<file path="src/rtl/trig_cfg_regfile_mc.sv">
// Multi-channel trigger configuration register file: shadow/active double buffering,
// a request/response slave port, and a valid/ack snapshot port towards the trigger FSM.
module trig_cfg_regfile_mc #(
  parameter int          DATA_WIDTH  = 32,
  parameter int          ADDR_WIDTH  = 32,
  parameter int          NUM_TRIG    = 4,
  parameter logic [31:0] CTRL_OFFSET = 32'h80
) (
  input  logic                           i_clk,
  input  logic                           i_rstn,
  input  logic                           reg_en,
  input  logic                           slv_o_valid,
  input  logic                           slv_i_rd0_wr1,
  input  logic [ADDR_WIDTH-1:0]          slv_i_addr,
  input  logic [DATA_WIDTH-1:0]          slv_i_wr_data,
  output logic                           slv_i_ready,
  output logic                           slv_o_rd_valid,
  output logic [DATA_WIDTH-1:0]          slv_o_read_data,
  output logic                           slv_o_err,
  input  logic                           reg_rd_en,
  input  logic                           reg_rd_ack,
  output logic [NUM_TRIG*DATA_WIDTH-1:0] rd_trig_config,
  output logic                           reg_rd_valid
);

  localparam int IDX_W = (NUM_TRIG > 1) ? $clog2(NUM_TRIG) : 1;
  localparam logic [ADDR_WIDTH-1:0] SHADOW_END  = ADDR_WIDTH'(4 * NUM_TRIG);
  localparam logic [ADDR_WIDTH-1:0] CTRL_ADDR   = ADDR_WIDTH'(CTRL_OFFSET);
  localparam logic [ADDR_WIDTH-1:0] STATUS_ADDR = ADDR_WIDTH'(CTRL_OFFSET + 32'd4);

  typedef enum logic [1:0] {
    S_IDLE = 2'd0,
    S_RESP = 2'd1,
    S_WAIT = 2'd2
  } state_t;

  state_t                  state_r;
  state_t                  state_s;
  logic                    accept_s;
  logic [ADDR_WIDTH-1:0]   addr_r;
  logic [DATA_WIDTH-1:0]   data_r;
  logic                    wr_r;
  logic [DATA_WIDTH-1:0]   shadow_r [NUM_TRIG];
  logic [DATA_WIDTH-1:0]   active_r [NUM_TRIG];
  logic [IDX_W-1:0]        idx_s;
  logic                    hit_shadow_s;
  logic                    hit_ctrl_s;
  logic                    hit_status_s;
  logic                    err_s;
  logic                    do_write_s;
  logic [DATA_WIDTH-1:0]   rdata_s;
  logic [DATA_WIDTH-1:0]   status_s;
  logic                    pending_s;
  logic                    any_active_s;
  logic                    snap_s;

  // Slave FSM state register
  always_ff @(posedge i_clk or posedge i_rstn) begin
    if (i_rstn) begin
      state_r <= S_IDLE;
    end else begin
      state_r <= state_s;
    end
  end

  // Slave FSM next state; S_WAIT blocks a still-held request from being taken twice
  always_comb begin
    state_s  = state_r;
    accept_s = 1'b0;
    case (state_r)
      S_IDLE: begin
        if (reg_en && slv_o_valid) begin
          state_s  = S_RESP;
          accept_s = 1'b1;
        end else begin
          state_s = S_IDLE;
        end
      end
      S_RESP: state_s = S_WAIT;
      S_WAIT: begin
        if (!slv_o_valid) begin
          state_s = S_IDLE;
        end else begin
          state_s = S_WAIT;
        end
      end
      default: state_s = S_IDLE;
    endcase
  end

  // Request capture
  always_ff @(posedge i_clk or posedge i_rstn) begin
    if (i_rstn) begin
      addr_r <= {ADDR_WIDTH{1'b0}};
      data_r <= {DATA_WIDTH{1'b0}};
      wr_r   <= 1'b0;
    end else if (accept_s) begin
      addr_r <= slv_i_addr;
      data_r <= slv_i_wr_data;
      wr_r   <= slv_i_rd0_wr1;
    end else begin
      addr_r <= addr_r;
      data_r <= data_r;
      wr_r   <= wr_r;
    end
  end

  // Address decode and error classification of the captured request
  always_comb begin
    idx_s        = addr_r[IDX_W+1:2];
    hit_shadow_s = (addr_r[1:0] == 2'b00) && (addr_r < SHADOW_END);
    hit_ctrl_s   = (addr_r == CTRL_ADDR);
    hit_status_s = (addr_r == STATUS_ADDR);
    err_s        = !(hit_shadow_s || hit_ctrl_s || (hit_status_s && !wr_r));
    do_write_s   = (state_r == S_RESP) && wr_r && !err_s;
  end

  // Status word and the snapshot trigger condition
  always_comb begin
    status_s     = {DATA_WIDTH{1'b0}};
    pending_s    = 1'b0;
    any_active_s = 1'b0;
    for (int i = 0; i < NUM_TRIG; i++) begin
      status_s[i]  = (active_r[i] != {DATA_WIDTH{1'b0}});
      any_active_s = any_active_s | status_s[i];
      pending_s    = pending_s | (shadow_r[i] != active_r[i]);
    end
    status_s[16] = pending_s;
    snap_s       = reg_rd_en && !reg_rd_valid && any_active_s;
  end

  // Read mux; CTRL and faulting reads return zero
  always_comb begin
    rdata_s = {DATA_WIDTH{1'b0}};
    if (hit_shadow_s) begin
      rdata_s = shadow_r[idx_s];
    end else if (hit_status_s) begin
      rdata_s = status_s;
    end else begin
      rdata_s = {DATA_WIDTH{1'b0}};
    end
  end

  // Shadow and active storage; CLEAR takes priority over COMMIT
  always_ff @(posedge i_clk or posedge i_rstn) begin
    if (i_rstn) begin
      for (int i = 0; i < NUM_TRIG; i++) begin
        shadow_r[i] <= {DATA_WIDTH{1'b0}};
        active_r[i] <= {DATA_WIDTH{1'b0}};
      end
    end else if (do_write_s && hit_shadow_s) begin
      shadow_r[idx_s] <= data_r;
    end else if (do_write_s && hit_ctrl_s) begin
      if (data_r[1]) begin
        for (int i = 0; i < NUM_TRIG; i++) begin
          shadow_r[i] <= {DATA_WIDTH{1'b0}};
          active_r[i] <= {DATA_WIDTH{1'b0}};
        end
      end else if (data_r[0]) begin
        for (int i = 0; i < NUM_TRIG; i++) begin
          active_r[i] <= shadow_r[i];
        end
      end else begin
        for (int i = 0; i < NUM_TRIG; i++) begin
          active_r[i] <= active_r[i];
        end
      end
    end else begin
      for (int i = 0; i < NUM_TRIG; i++) begin
        shadow_r[i] <= shadow_r[i];
        active_r[i] <= active_r[i];
      end
    end
  end

  // Slave response pulses; read data only changes on a read response
  always_ff @(posedge i_clk or posedge i_rstn) begin
    if (i_rstn) begin
      slv_i_ready     <= 1'b0;
      slv_o_rd_valid  <= 1'b0;
      slv_o_err       <= 1'b0;
      slv_o_read_data <= {DATA_WIDTH{1'b0}};
    end else begin
      slv_i_ready    <= (state_r == S_RESP) && wr_r;
      slv_o_rd_valid <= (state_r == S_RESP) && !wr_r;
      slv_o_err      <= (state_r == S_RESP) && err_s;
      if ((state_r == S_RESP) && !wr_r) begin
        slv_o_read_data <= rdata_s;
      end else begin
        slv_o_read_data <= slv_o_read_data;
      end
    end
  end

  // Snapshot towards the trigger FSM, held until acknowledged
  always_ff @(posedge i_clk or posedge i_rstn) begin
    if (i_rstn) begin
      reg_rd_valid   <= 1'b0;
      rd_trig_config <= {(NUM_TRIG*DATA_WIDTH){1'b0}};
    end else if (snap_s) begin
      reg_rd_valid <= 1'b1;
      for (int i = 0; i < NUM_TRIG; i++) begin
        rd_trig_config[i*DATA_WIDTH +: DATA_WIDTH] <= active_r[i];
      end
    end else if (reg_rd_valid && reg_rd_ack) begin
      reg_rd_valid   <= 1'b0;
      rd_trig_config <= rd_trig_config;
    end else begin
      reg_rd_valid   <= reg_rd_valid;
      rd_trig_config <= rd_trig_config;
    end
  end

endmodule

</file>
<file path="config.mk">
export PLATFORM = sky130hd
export DESIGN_NAME = trig_cfg_regfile_mc
export DESIGN_NICKNAME = d
export VERILOG_FILES = /design/src/rtl/trig_cfg_regfile_mc.sv
export SDC_FILE = /design/constraint.sdc
export NUM_CORES = 1
export LEC_CHECK = 0
export ABC_CLOCK_PERIOD_IN_PS = 38200
export BUFFER_PORTS_ARGS = -buffer_cell sky130_fd_sc_hd__buf_2
export CAP_MARGIN = 20
export CORE_MARGIN = 2
export CORE_UTILIZATION = 35
export DETAILED_ROUTE_END_ITERATION = 8
export SETUP_SLACK_MARGIN = 0.15
export SYNTH_ARGS = -nofsm -noshare
export SYNTH_HDL_FRONTEND = slang
export SYNTH_SLANG_ARGS = --single-unit
</file>
<file path="constraint.sdc">
create_clock -name i_clk -period 38.2 [get_ports i_clk]
set_input_delay 0 -clock i_clk [delete_from_list [all_inputs] [get_ports i_clk]]
set_output_delay 0 -clock i_clk [all_outputs]
set_load 0.005 [all_outputs]
</file>
# Word level (Yosys, flattened, before mapping)
# Index checks and enable logic that the tools add are counted.
[totals]
inputBits = 71
register_bits = 487
wordCells = 87
[op_classes]
n_reduce_logical = 30
n_lt_le_gt_ge = 3
bitwise = 8
muxes = 20
eq_ne = 8
[ops]
columns = ["op", "n"]
rows = [
  ["two-way mux 128 bit", 5],
  ["bitwise mux 128 bit", 1],
  ["two-way mux 32 bit", 4],
  ["inequality test 32 bit", 4],
  ["nonzero test 32 bit", 4],
  ["binary-select mux 32 bit (select 2 bit)", 1],
  ["demux 32 bit (select 2 bit)", 1],
  ["equality test 32 x 8 -> 1 bit (second input constant)", 2],
  ["less-than comparator 32 x 5 -> 1 bit (second input constant)", 1],
  ["two-way mux 17 bit", 1],
  ["logical AND 1 bit", 13],
  ["nonzero test 2 bit", 4],
  ["OR 1 bit", 6],
  ["one-hot mux 2 bit (3 select lines)", 1],
  ["two-way mux 1 bit", 5],
  ["logical NOT 2 bit", 2],
  [">= comparator 3 bit (second input constant)", 1],
  ["logical NOT 1 bit", 3],
  ["less-than comparator 3 x 1 -> 1 bit (second input constant)", 1],
  ["inverter 2 -> 3 bit", 1],
  ["AND reduction 3 bit", 1],
  ["equality test 2 x 1 -> 1 bit (second input constant)", 1],
  ["equality test 2 bit (second input constant)", 1],
  ["logical OR 1 bit", 2],
  ["other kinds (3)", 3],
]

# Depth between registers and ports, before layout
# Gate-level depths: netlist of run 1.
[logic_depth]
depth_word = 8
ltp_mapped = 8
mapped_depth_nobuf = 6

# Least setup slack after synthesis of run 1
# No wires, ideal clock.
[synth_path]
path_kind = "reg2reg"
start = "register addr_r[2]"
end = "register slv_o_read_data[31]"
stages_incl_launch_ff = 5
slack_ns = 36.254
arrival_ns = 1.825
synth_period_minus_slack_ns = 1.946
cell_sequence = "dfrtp_1 > buf_2 > buf_1 > mux4_2 > a22o_1"
[synth_via]
elab_chain_cells = 5
elab_cells_between_ends = 7
classes_between = "order compare: 1; mux: 4; bitwise: 1; reduce/logical: 1"
[synth_rtl]
columns = ["element", "line_no", "source"]
rows = [
  ["start: declaration", "40", "logic [ADDR_WIDTH-1:0] addr_r;"],
  ["start signal: assignment", "94", "addr_r <= {ADDR_WIDTH{1'b0}};"],
  ["start signal: assignment", "98", "addr_r <= slv_i_addr;"],
  ["start signal: assignment", "102", "addr_r <= addr_r;"],
  ["parallel branches: the longest is 4 deep, another holds less-than comparator 32 x 5 -> 1 bit", "-", ""],
  ["two-way mux 32 bit (*)", "135", "if (hit_shadow_s) begin"],
  ["end signal: assignment", "182", "slv_o_read_data <= {DATA_WIDTH{1'b0}};"],
  ["end signal: assignment", "188", "slv_o_read_data <= rdata_s;"],
  ["end signal: assignment", "190", "slv_o_read_data <= slv_o_read_data;"],
  ["end: declaration", "18", "output logic [DATA_WIDTH-1:0] slv_o_read_data,"],
]
# Every way passes the cells marked *. The select of a mux whose other input is x is not followed.
# A chain may end at the register's enable or synchronous reset.

# Worst setup path in the final report of run 1
[layout_path]
start = "register addr_r[31]"
end = "register active_r[20] (netlist bit)"
[layout_via]
elab_chain_cells = 8
elab_cells_between_ends = 12
classes_between = "order compare: 1; eq/ne: 2; bitwise: 1; reduce/logical: 8"
[layout_rtl]
columns = ["element", "line_no", "source"]
rows = [
  ["less-than comparator 32 x 5 -> 1 bit", "111", "hit_shadow_s = (addr_r[1:0] == 2'b00) && (addr_r < SHADOW_END);"],
  ["logical AND 1 bit", "111", ""],
  ["logical OR 1 bit (2 in a row)", "114", "err_s = !(hit_shadow_s || hit_ctrl_s || (hit_status_s && !wr_r));"],
  ["logical AND 1 bit", "115", "do_write_s = (state_r == S_RESP) && wr_r && !err_s;"],
  ["logical AND 1 bit", "151", "end else if (do_write_s && hit_shadow_s) begin"],
  ["inverter 1 bit (no source line)", "-", ""],
  ["AND reduction 3 bit (no source line) (*)", "-", ""],
  ["end signal: indexed assignment", "149", "active_r[i] <= {DATA_WIDTH{1'b0}};"],
  ["end signal: indexed assignment", "157", "active_r[i] <= {DATA_WIDTH{1'b0}};"],
  ["end signal: indexed assignment", "161", "active_r[i] <= shadow_r[i];"],
  ["end: declaration", "44", "logic [DATA_WIDTH-1:0] active_r [NUM_TRIG];"],
]
# Every way passes the cells marked *; elsewhere a longest branch is shown, timed or not.

==> impl_results.md, run 1 <==
- Die extent in x: 250 um
- Maximum buffer depth of the clock tree: 3
- Filler cell count: 5518
- Top FF cell, synth: dfrtp_1
- Routability cong.: 0.843
- Port bufs: 234
- Register bit total from synthesis: 487
- CTS tree: yes
- Crit path DAT: 4490 ps
- Post-DRT Antenna Nets: 0
- Final setup TNS: 0 ps
- Rel. slew slack: 0.297
- Synth Cell Area: 21100 um2
- Pwr dens: 46.1 nW/um2
- Distinct cells, synth: 37
- Placed Area: 23000 um2
- Worst r2r path cells: 8
- Synth top area share: 0.576
- F_max: 251 MHz
- Hold WS: 3.80 ps
- Skew-Pair Late Insertion Delay: 610 ps
- WL final: 66800 um
- Syn Nets: 1705
- Leading area contributor after synthesis: dfrtp_1
- RSZ-0062 raised after global routing: false
- Total core area: 60000 um2
- Layout Skew: 18.8 ps
- Min Tclk post-route: 3990 ps
- CTS root buf: clkbuf_16
- # rows: 90
- Via density: 5.38
- R2r endpoint: active_r[20]
- Status: completed
- Yosys warning count: 0
- DR pass1 iterations: 5
- Initial Util: 0.352
- Worst min path class: in2async
- CTS H-tree lvls: 2
- Worst Path Max Fanout: 86
- Setup WS pre-CTS: 33670 ps
- Initial antenna violation count: 1
- Die area: 62400 um2
- Final core utilization: 0.424
- DP Cell Count: 2565
- Max VDD drop: 0.0349 mV
- Ant diodes: 0
- Clock net sink count: 487
- DR vias: 14700
- Die span in y: 250 um
- Total power: 1.17 mW
- Residual DRC count: 0
- Final hold violation count: 0
- Grt total ovfl: 0
- Per-cell routed wire length: 24.5 um
- Top cells by area, synth: dfrtp_1 (58%), mux2_2 (10%), a22o_1 (6.4%), xnor2_1 (5.3%), nand3b_1 (4.6%)
- Least-Margin Pin Slew: 1050 ps
- Initial DRC Count: 1404
- Cell count after synthesis: 1634
- Number of global-route vias before repair: 14900
- Post-route cell area: 25500 um2
- Reg area: 12200 um2
- Final WS setup: 34210 ps
- Final HPWL DP: 45400 um
- Avg Cell Area, Syn: 12.9 um2
- Post-synth EDFFs: 0
- Share of layout cells above drive strength 1: 0.299
- Req. time, crit path: 38710 ps
- Total track usage: 0.213
- IO Count: 235
- Multi-input logic area: 8010 um2
- Max-cap violations: 0
- NumNets Final: 1980
- Seq/Total Area, Yosys: 0.576
- First-pass GRT wire length: 100000 um
- TritonCTS Buffers: 54
- Period utilization: 0.104
- Largest net degree at the start of global routing: 182
- Worst Setup End Kind: register
- CP Class: reg2reg
- Finished Layout Cells: 2731
- Crit start category: register
- Asr flop ratio synth: 1.00
- Worst reg2reg path startpoint: addr_r[31]
- R2r setup slk: 34210 ps
- Final setup violation count: 0
- Clock-pin slew on the worst setup and hold paths: 60 ps
- Max-slew violations: 0
- Area Growth Syn to Fin: 20.5%
- Lkg Pwr: 11.7 nW
## sequential cells by signal, summed over array words and instances (netlist names), 2 cells and up
| name | count |
|---|---|
| data_r | 32 |
| slv_o_read_data | 32 |
| state_r | 2 |
| active_r | 128 |
| rd_trig_config | 128 |
| shadow_r | 128 |
| addr_r | 32 |
## placed cells by master (no fill, tap or decap), types with 3 or more instances in the layout
cell type      Yosys  layout
dfrtp_1          487     485
buf_2             47     234
mux2_2           193     193
a22o_1           155     155
inv_1            130     129
nand3b_1         129     129
xnor2_1          128     128
o21ai_0          124     124
dlygate4sd3_1      0      68
clkbuf_16          0      55
nor4_1            47      47
nand4_1           43      43
mux4_2            32      32
buf_4              5      18
clkbuf_1          42      13
clkbuf_8           0      12
clkinv_2           0      12
nor2_1             6       6
nand3_1            6       6
and2_1             7       5
nand2b_1           4       4
o21ai_1            8       4
o21ai_4            0       4
o211ai_1           4       4
o21a_1             4       4
nor2b_1            3       3
nand2_1            3       3
## power breakdown
group	internal, mW	switching [mW]	total, mW
sequential	0.538	0.0270	0.565
clock	0.300	0.214	0.513
combinational	0.0472	0.0479	0.0951
## critical path: stages (launching register included)
cell,delay [ps]
dfrtp_1,380
nor4_1,390
nand4_1,260
nor4b_4,540
o2111a_2,820
buf_4,450
buf_4,680
nand3b_1,150
o21ai_0,130
## what timing repair did
action                    4_1_cts  5_1_grt
hold endpoints to repair      151        0
resized for setup               0        0
buffers inserted                0        0
hold buffers                   68        0
## how the worst max path moves through the flow
stage                     startpoint            to  slack, ps
after global placement    addr_r[31]  active_r[18]      33820
after global routing      addr_r[31]  active_r[75]      33960
after CTS                 addr_r[31]  active_r[37]      33650
final                     addr_r[31]  active_r[20]      34210
after floorplan               i_rstn   active_r[0]      24610
after detailed placement  addr_r[31]  active_r[37]      33670
## cells in the mapped netlist (8+ instances only)
cell type	number
a22o_1	155
buf_2	47
buf_6	9
clkbuf_1	42
dfrtp_1	487
inv_1	130
mux2_2	193
mux4_2	32
nand3b_1	129
nand4_1	43
nor4_1	47
o21ai_0	124
o21ai_1	8
xnor2_1	128
## layout make-up
cell class                      instances  area share
Clock inverter                         16     0.00540
Multi-Input combinational cell        912       0.315
Clock buffer                           80      0.0624
Tap cell                              782      0.0384
Inverter                              131      0.0196
Sequential cell                       487       0.479
Timing Repair Buffer                  323      0.0810
## cells by family (layout without fill, tap and decap cells)
kind of cell	Yosys count	in the layout	synth area share
flip-flops	487	487	0.576
AO/OA/AOI/OAI	303	303	0.101
AND/OR/NAND/NOR	256	256	0.0837
buffers and inverters	235	550	0.0486
multiplexers	225	225	0.137
XOR/XNOR	128	128	0.0530
## layer usage
layer  part of all wire  routed length (um)  vias up  track usage
met2               0.47               31300      596        0.337
met4              0.031                2070        0       0.0730
met1               0.42               28300     7541        0.290
met3              0.077                5160      115       0.0451
li1                   -                   -     6436            -
met5                  0                   0        -            0
Note: power is estimated with default switching activity, not from simulation.
==> run 2: changes to the inputs <==
Settings changed: ABC_CLOCK_PERIOD_IN_PS 38200 to 3500.
Clock period 38.2 ns to 3.5 ns, I/O delays scaled along.
==> run 2 against run 1 <==
Net effect:
- non-clock buffer count is 22 higher
- via count is 2.0% higher
- count of clock-buffer cells in the layout is 2 higher
- sequential share of layout area is 0.61 points lower
- sequential power grew to 11 times the previous value
- first-iteration DRC count is 3.3% higher
- clock power grew to 11 times the previous value
- highest routed layer unchanged
==> impl_results.md, run 2 (synthesis gave the netlist of run 1 again) <==
- Status: completed
- Least-Margin Pin Slew: 854 ps (-200 ps)
- Die area: 62400 um2 (unchanged)
- Setup WS pre-CTS: 690 ps (-32980 ps)
- Req. time, crit path: 3990 ps (-34720 ps)
- Worst min path class: in2async
- Final setup TNS: 0 ps (unchanged)
- Worst Setup End Kind: register
- DP Cell Count: 2587 (+0.86%)
- CTS tree: yes
- Total core area: 60000 um2 (unchanged)
- RSZ-0062 raised after global routing: false
- DR vias: 15000 (+2.0%)
- Die span in y: 250 um (unchanged)
- First-pass GRT wire length: 103000 um (+2.9%)
- Rel. slew slack: 0.426 (+0.128)
- Biggest regs: active_r x128, rd_trig_config x128, shadow_r x128
- Layout Skew: 22.0 ps (+3.20 ps)
- Clock-pin slew on the worst setup and hold paths: 60 ps (about the same)
- CP Class: reg2reg
- Crit path DAT: 3440 ps (-1050 ps)
- Pwr dens: 507 nW/um2 (+1000%)
- Post-CTS setup buffers: 0 (unchanged)
- Post-DRT Antenna Nets: 0 (unchanged)
- Largest net degree at the start of global routing: 130 (-29%)
- F_max: 339 MHz (+35%)
- Period utilization: 0.843 (+0.739)
- Gates resized, CTS repair: 0 (unchanged)
- NumNets Final: 2001 (+1.1%)
- Max VDD drop: 0.343 mV (+880%)
- Die extent in x: 250 um (unchanged)
- Number of global-route vias before repair: 15200 (+1.5%)
- TritonCTS Buffers: 53 (-1.9%)
- Crit start category: register
- Residual DRC count: 0 (unchanged)
- Maximum buffer depth of the clock tree: 3 (unchanged)
- Routability cong.: 0.868 (+3.0%)
- Skew-Pair Late Insertion Delay: 610 ps (about the same)
- DR pass1 iterations: 5 (unchanged)
- Final HPWL DP: 47300 um (+4.1%)
- Lkg Pwr: 11.9 nW (+1.4%)
- Min Tclk post-route: 2950 ps (-1030 ps)
- WL final: 68900 um (+3.1%)
- Port bufs: 234 (unchanged)
- Ant diodes: 0 (unchanged)
- Initial DRC Count: 1451 (+3.3%)
- Clock net sink count: 487 (unchanged)
- Per-cell routed wire length: 25.0 um (+2.2%)
- Max-slew violations: 0 (unchanged)
- Initial Util: 0.352 (unchanged)
- Share of layout cells above drive strength 1: 0.307 (+0.00869)
- Max-cap violations: 0 (unchanged)
- Most common cell after layout, fill and taps aside: dfrtp_1
- Initial antenna violation count: 0 (-1)
- Final WS setup: 548 ps (-33670 ps)
- Total track usage: 0.220 (+0.00749)
- # rows: 90 (unchanged)
- Most frequent cells in the layout: dfrtp_1 (485), buf_2 (234), mux2_2 (193)
- Grt total ovfl: 0 (unchanged)
- CTS H-tree lvls: 2 (unchanged)
- Area Growth Syn to Fin: 22.0%
- CTS root buf: clkbuf_16
- Final hold violation count: 0 (unchanged)
- Worst Path Max Fanout: 129 (+50%)
- Via density: 5.44 (+1.1%)
- Final setup violation count: 0 (unchanged)
- Finished Layout Cells: 2754 (+0.84%)
- IO Count: 235 (unchanged)
-- run 2: changes by cell type in the layout (fill, tap and decap cells not counted), moves of 4 or more --
cell	delta
clkinvlp_4	+4
clkinv_2	-5
clkbuf_1	-5
clkbuf_8	+7
buf_4	+13
buf_12	+9
-- run 2: metal layers --
metal / GRT usage / routed length, um / vias to the layer above
met3: 0.0464 / 5450 / 104
met2: 0.350 / 32400 / 607
met1: 0.303 / 29100 / 7794
met5: 0 / 0 / -
li1: - / - / 6475
met4: 0.0676 / 1910 / 0
-- run 2: cell type report --
type	instances	area (um2)
repair buffers	345	2310
inverters	131	495
clock inverters	15	165
flip-flops and latches	487	12200
clock buffers	82	1670
well taps	782	978
multi-input cells	912	7990
fillers	5526	34200
-- run 2: worst max-delay path, cell delays in order, from the launching register on --
cell and delay, ps:
dfrtp_1 430, nor4_1 680, nand4_1 390, nor2_1 340, a41oi_4 160, buf_12 300, mux2_2 400
-- run 2: repair_timing --
item | CTS | global route
endpoints found under the setup margin | 0 | 0
hold endpoints to repair | 107 | 0
hold buffers | 69 | 0
-- run 2: through the flow --
step                utilization  instance area (um2)  power, mW  hold WS [ps]
floorplan                     -                21100       6.85           145
global route              0.430                25800       13.5          52.9
global placement          0.388                23300       7.26           107
detailed placement        0.388                23300       7.28           117
CTS                       0.430                25800       13.2          17.5
finish                    0.430                25800       13.1          19.1
-- run 2: power by group --
group / internal [mW] / total [mW] / leakage (nW) / switching (mW)
clock: 3.49 / 5.83 / 0.903 / 2.34
combinational: 0.534 / 1.06 / 4.33 / 0.526
sequential: 5.87 / 6.18 / 6.65 / 0.315
-- run 2: final timing paths --
| path | start | end | cells past startpoint | slack (ps) |
|---|---|---|---|---|
| max in group asynchronous | i_rstn | shadow_r[35] | 5 | 2320 |
| min reg2reg | slv_o_read_data[1] | slv_o_read_data[1] | 1 | 490 |
| min in group i_clk | slv_i_wr_data[21] | data_r[21] | 3 | 170 |
| min | i_rstn | data_r[17] | 3 | 20 |
| max | active_r[50] | rd_trig_config[114] | 6 | 550 |
| max reg2reg | active_r[50] | rd_trig_config[114] | 6 | 550 |
==> run 3: changes to the inputs <==
Settings changed: ABC_CLOCK_PERIOD_IN_PS 3500 to 2600.
Clock period 3.5 ns to 2.6 ns, I/O delays scaled along.
==> run 3 against run 2 <==
Net effect:
- sequential cell count unchanged
- sequential share of layout area down 1.3 points
- non-clock buffer count up 81
- largest power group unchanged
- sequential power up 35%
- highest routed layer unchanged
- critical path type unchanged
==> impl_results.md, run 3 (synthesis gave the netlist of run 1 again) <==
- Initial Util: 0.352 (unchanged)
- Skew-Pair Late Insertion Delay: 610 ps (about the same)
- CP cell instances: nor4_1 > nand4_1 > nor2_2 > a41oi_4 > buf_12 > mux2_2
- Worst Min Path Start: reg_en
- Worst Setup End Kind: register
- Routability cong.: 0.882 (+1.6%)
- Per-cell routed wire length: 24.3 um (-2.6%)
- Grt total ovfl: 0 (unchanged)
- Residual DRC count: 0 (unchanged)
- Post-DRT Antenna Nets: 0 (unchanged)
- Worst Hold Path EP: state_r[0]
- Status: completed
- # rows: 90 (unchanged)
- Max VDD drop: 0.538 mV (+57%)
- Clock-pin slew on the worst setup and hold paths: 60 ps (about the same)
- Largest net degree at the start of global routing: 133 (+2.3%)
- Maximum buffer depth of the clock tree: 3 (unchanged)
- F_max: 409 MHz (+21%)
- Number of global-route vias before repair: 15700 (+3.5%)
- Worst r2r path cells: 6 (unchanged)
- Least-Margin Pin Slew: 713 ps (-141 ps)
- Ant diodes: 0 (unchanged)
- CTS H-tree lvls: 2 (unchanged)
- Largest stage delay, worst path: 440 ps (-240 ps)
- Share of layout cells above drive strength 1: 0.333 (+0.0260)
- Lkg Pwr: 12.3 nW (+3.7%)
- Worst reg2reg path startpoint: active_r[56]
- Pwr dens: 659 nW/um2 (+30%)
- IO Count: 235 (unchanged)
- RSZ-0062 raised after global routing: true
- Max-cap violations: 0 (unchanged)
- Final hold violation count: 0 (unchanged)
- CTS root buf: clkbuf_16
- CTS tree: yes
- Req. time, crit path: 3080 ps (-910 ps)
- Filler cell count: 5481 (-0.81%)
- R2r endpoint: rd_trig_config[107]
- Period utilization: 0.941 (+0.0975)
- Rel. slew slack: 0.525 (+0.0989)
- Via density: 5.37 (-1.4%)
- Max-slew violations: 0 (unchanged)
- Hold WS: 66.0 ps (+46.8 ps)
- CP Class: reg2reg
- Die area: 62400 um2 (unchanged)
- Crit path DAT: 2930 ps (-510 ps)
- R2r setup slk: 150 ps (-390 ps)
- DR pass1 iterations: 5 (unchanged)
- Initial antenna violation count: 0 (unchanged)
- DR vias: 15200 (+1.4%)
- Placed Area: 24000 um2 (+3.0%)
- Most common cell after layout, fill and taps aside: dfrtp_1
- Crit start category: register
- Biggest regs: active_r x128, rd_trig_config x128, shadow_r x128
- Slowest-stage cell, CP: dfrtp_1
- Worst min path class: in2reg
- Port bufs: 234 (unchanged)
- Die extent in x: 250 um (unchanged)
- NumNets Final: 2082 (+4.0%)
- Worst Path Max Fanout: 68 (-47%)
- Total track usage: 0.221 (+0.000501)
- Min Tclk post-route: 2450 ps (-505 ps)
- WL final: 68900 um (about the same)
- Clock net sink count: 487 (unchanged)
- Die span in y: 250 um (unchanged)
- Initial DRC Count: 1375 (-5.2%)
- Final HPWL DP: 47900 um (+1.3%)
- Post-route cell area: 26600 um2 (+2.9%)
- Final setup violation count: 0 (unchanged)
- First-pass GRT wire length: 104000 um (+0.79%)
- Layout Skew: 31.4 ps (+9.46 ps)
- TritonCTS Buffers: 53 (unchanged)
- Area Growth Syn to Fin: 25.6%
- Total core area: 60000 um2 (unchanged)
- Hold Path Depth: 3
- Most frequent cells in the layout: dfrtp_1 (484), buf_2 (234), mux2_2 (193)
## run 3: cell types whose count changed in the layout (fill, tap and decap cells not counted), sizes merged
| cell | change |
|---|---|
| buf | +81 |
| bufinv | +3 |
| clkinv | -3 |
| clkinvlp | -3 |
| inv | -1 |
## run 3: power breakdown
part           leakage, nW  switching (mW)  internal [mW]
sequential            6.65           0.429           7.90
combinational         4.82           0.702          0.740
clock                0.860            3.07           4.66
## run 3: per-layer routing
metal,track usage,share of wire,vias up,wire (um)
met5,0,0,-,0
met4,0.0692,0.031,0,2130
met3,0.0517,0.076,114,5210
met2,0.351,0.47,616,32100
met1,0.299,0.43,7818,29400
li1,-,-,6641,-
## run 3: what timing repair did
| action | in CTS | in global routing |
|---|---|---|
| resized for setup | 3 | 13 |
| endpoints found under the hold margin | 347 | 0 |
| hold buffers | 69 | 0 |
| pin swaps | 0 | 3 |
| setup endpoints to repair | 129 | 335 |
| setup buffers | 0 | 1 |
## run 3: per-stage QoR
stage	TNS, ps	utilization	power (mW)	worst slack [ps]	cells
finish	0	0.442	17.5	154	2831
global route	0	0.442	18.1	125	2831
CTS	0	0.441	17.6	165	2829
detailed placement	-1450	0.399	9.79	-31.5	2667
global placement	-7460	0.399	9.77	-72.9	2667
floorplan	-1949290	-	9.22	-4000	1634
## run 3: cell type report
| cell class | count | area (um2) | area share |
|---|---|---|---|
| multi-input combinational | 912 | 8060 | 0.304 |
| sequential | 487 | 12200 | 0.459 |
| tap | 782 | 978 | 0.0368 |
| inverter | 131 | 495 | 0.0187 |
| clock buffer | 82 | 1550 | 0.0582 |
| timing repair buffer | 426 | 3060 | 0.115 |
| clock inverter | 11 | 220 | 0.00829 |
## run 3: worst max path at each step
stage                             from                   to  slack [ps]  cells after the start
after floorplan                 i_rstn          active_r[0]       -4000                      1
after global placement    active_r[32]   rd_trig_config[19]         -70                      8
after detailed placement  active_r[32]  rd_trig_config[107]         -30                      8
after CTS                 active_r[85]  rd_trig_config[107]         170                      6
after global routing      active_r[81]   rd_trig_config[11]         120                      7
final                     active_r[56]  rd_trig_config[107]         150                      6
## run 3: worst max-delay path: cells and delay by family (launching register included)
| kind | cells | cell delay, ps |
|---|---|---|
| simple gates | 3 | 1020 |
| mux | 1 | 350 |
| compound gates | 1 | 190 |
| buf+inv | 1 | 230 |
| flops | 1 | 440 |
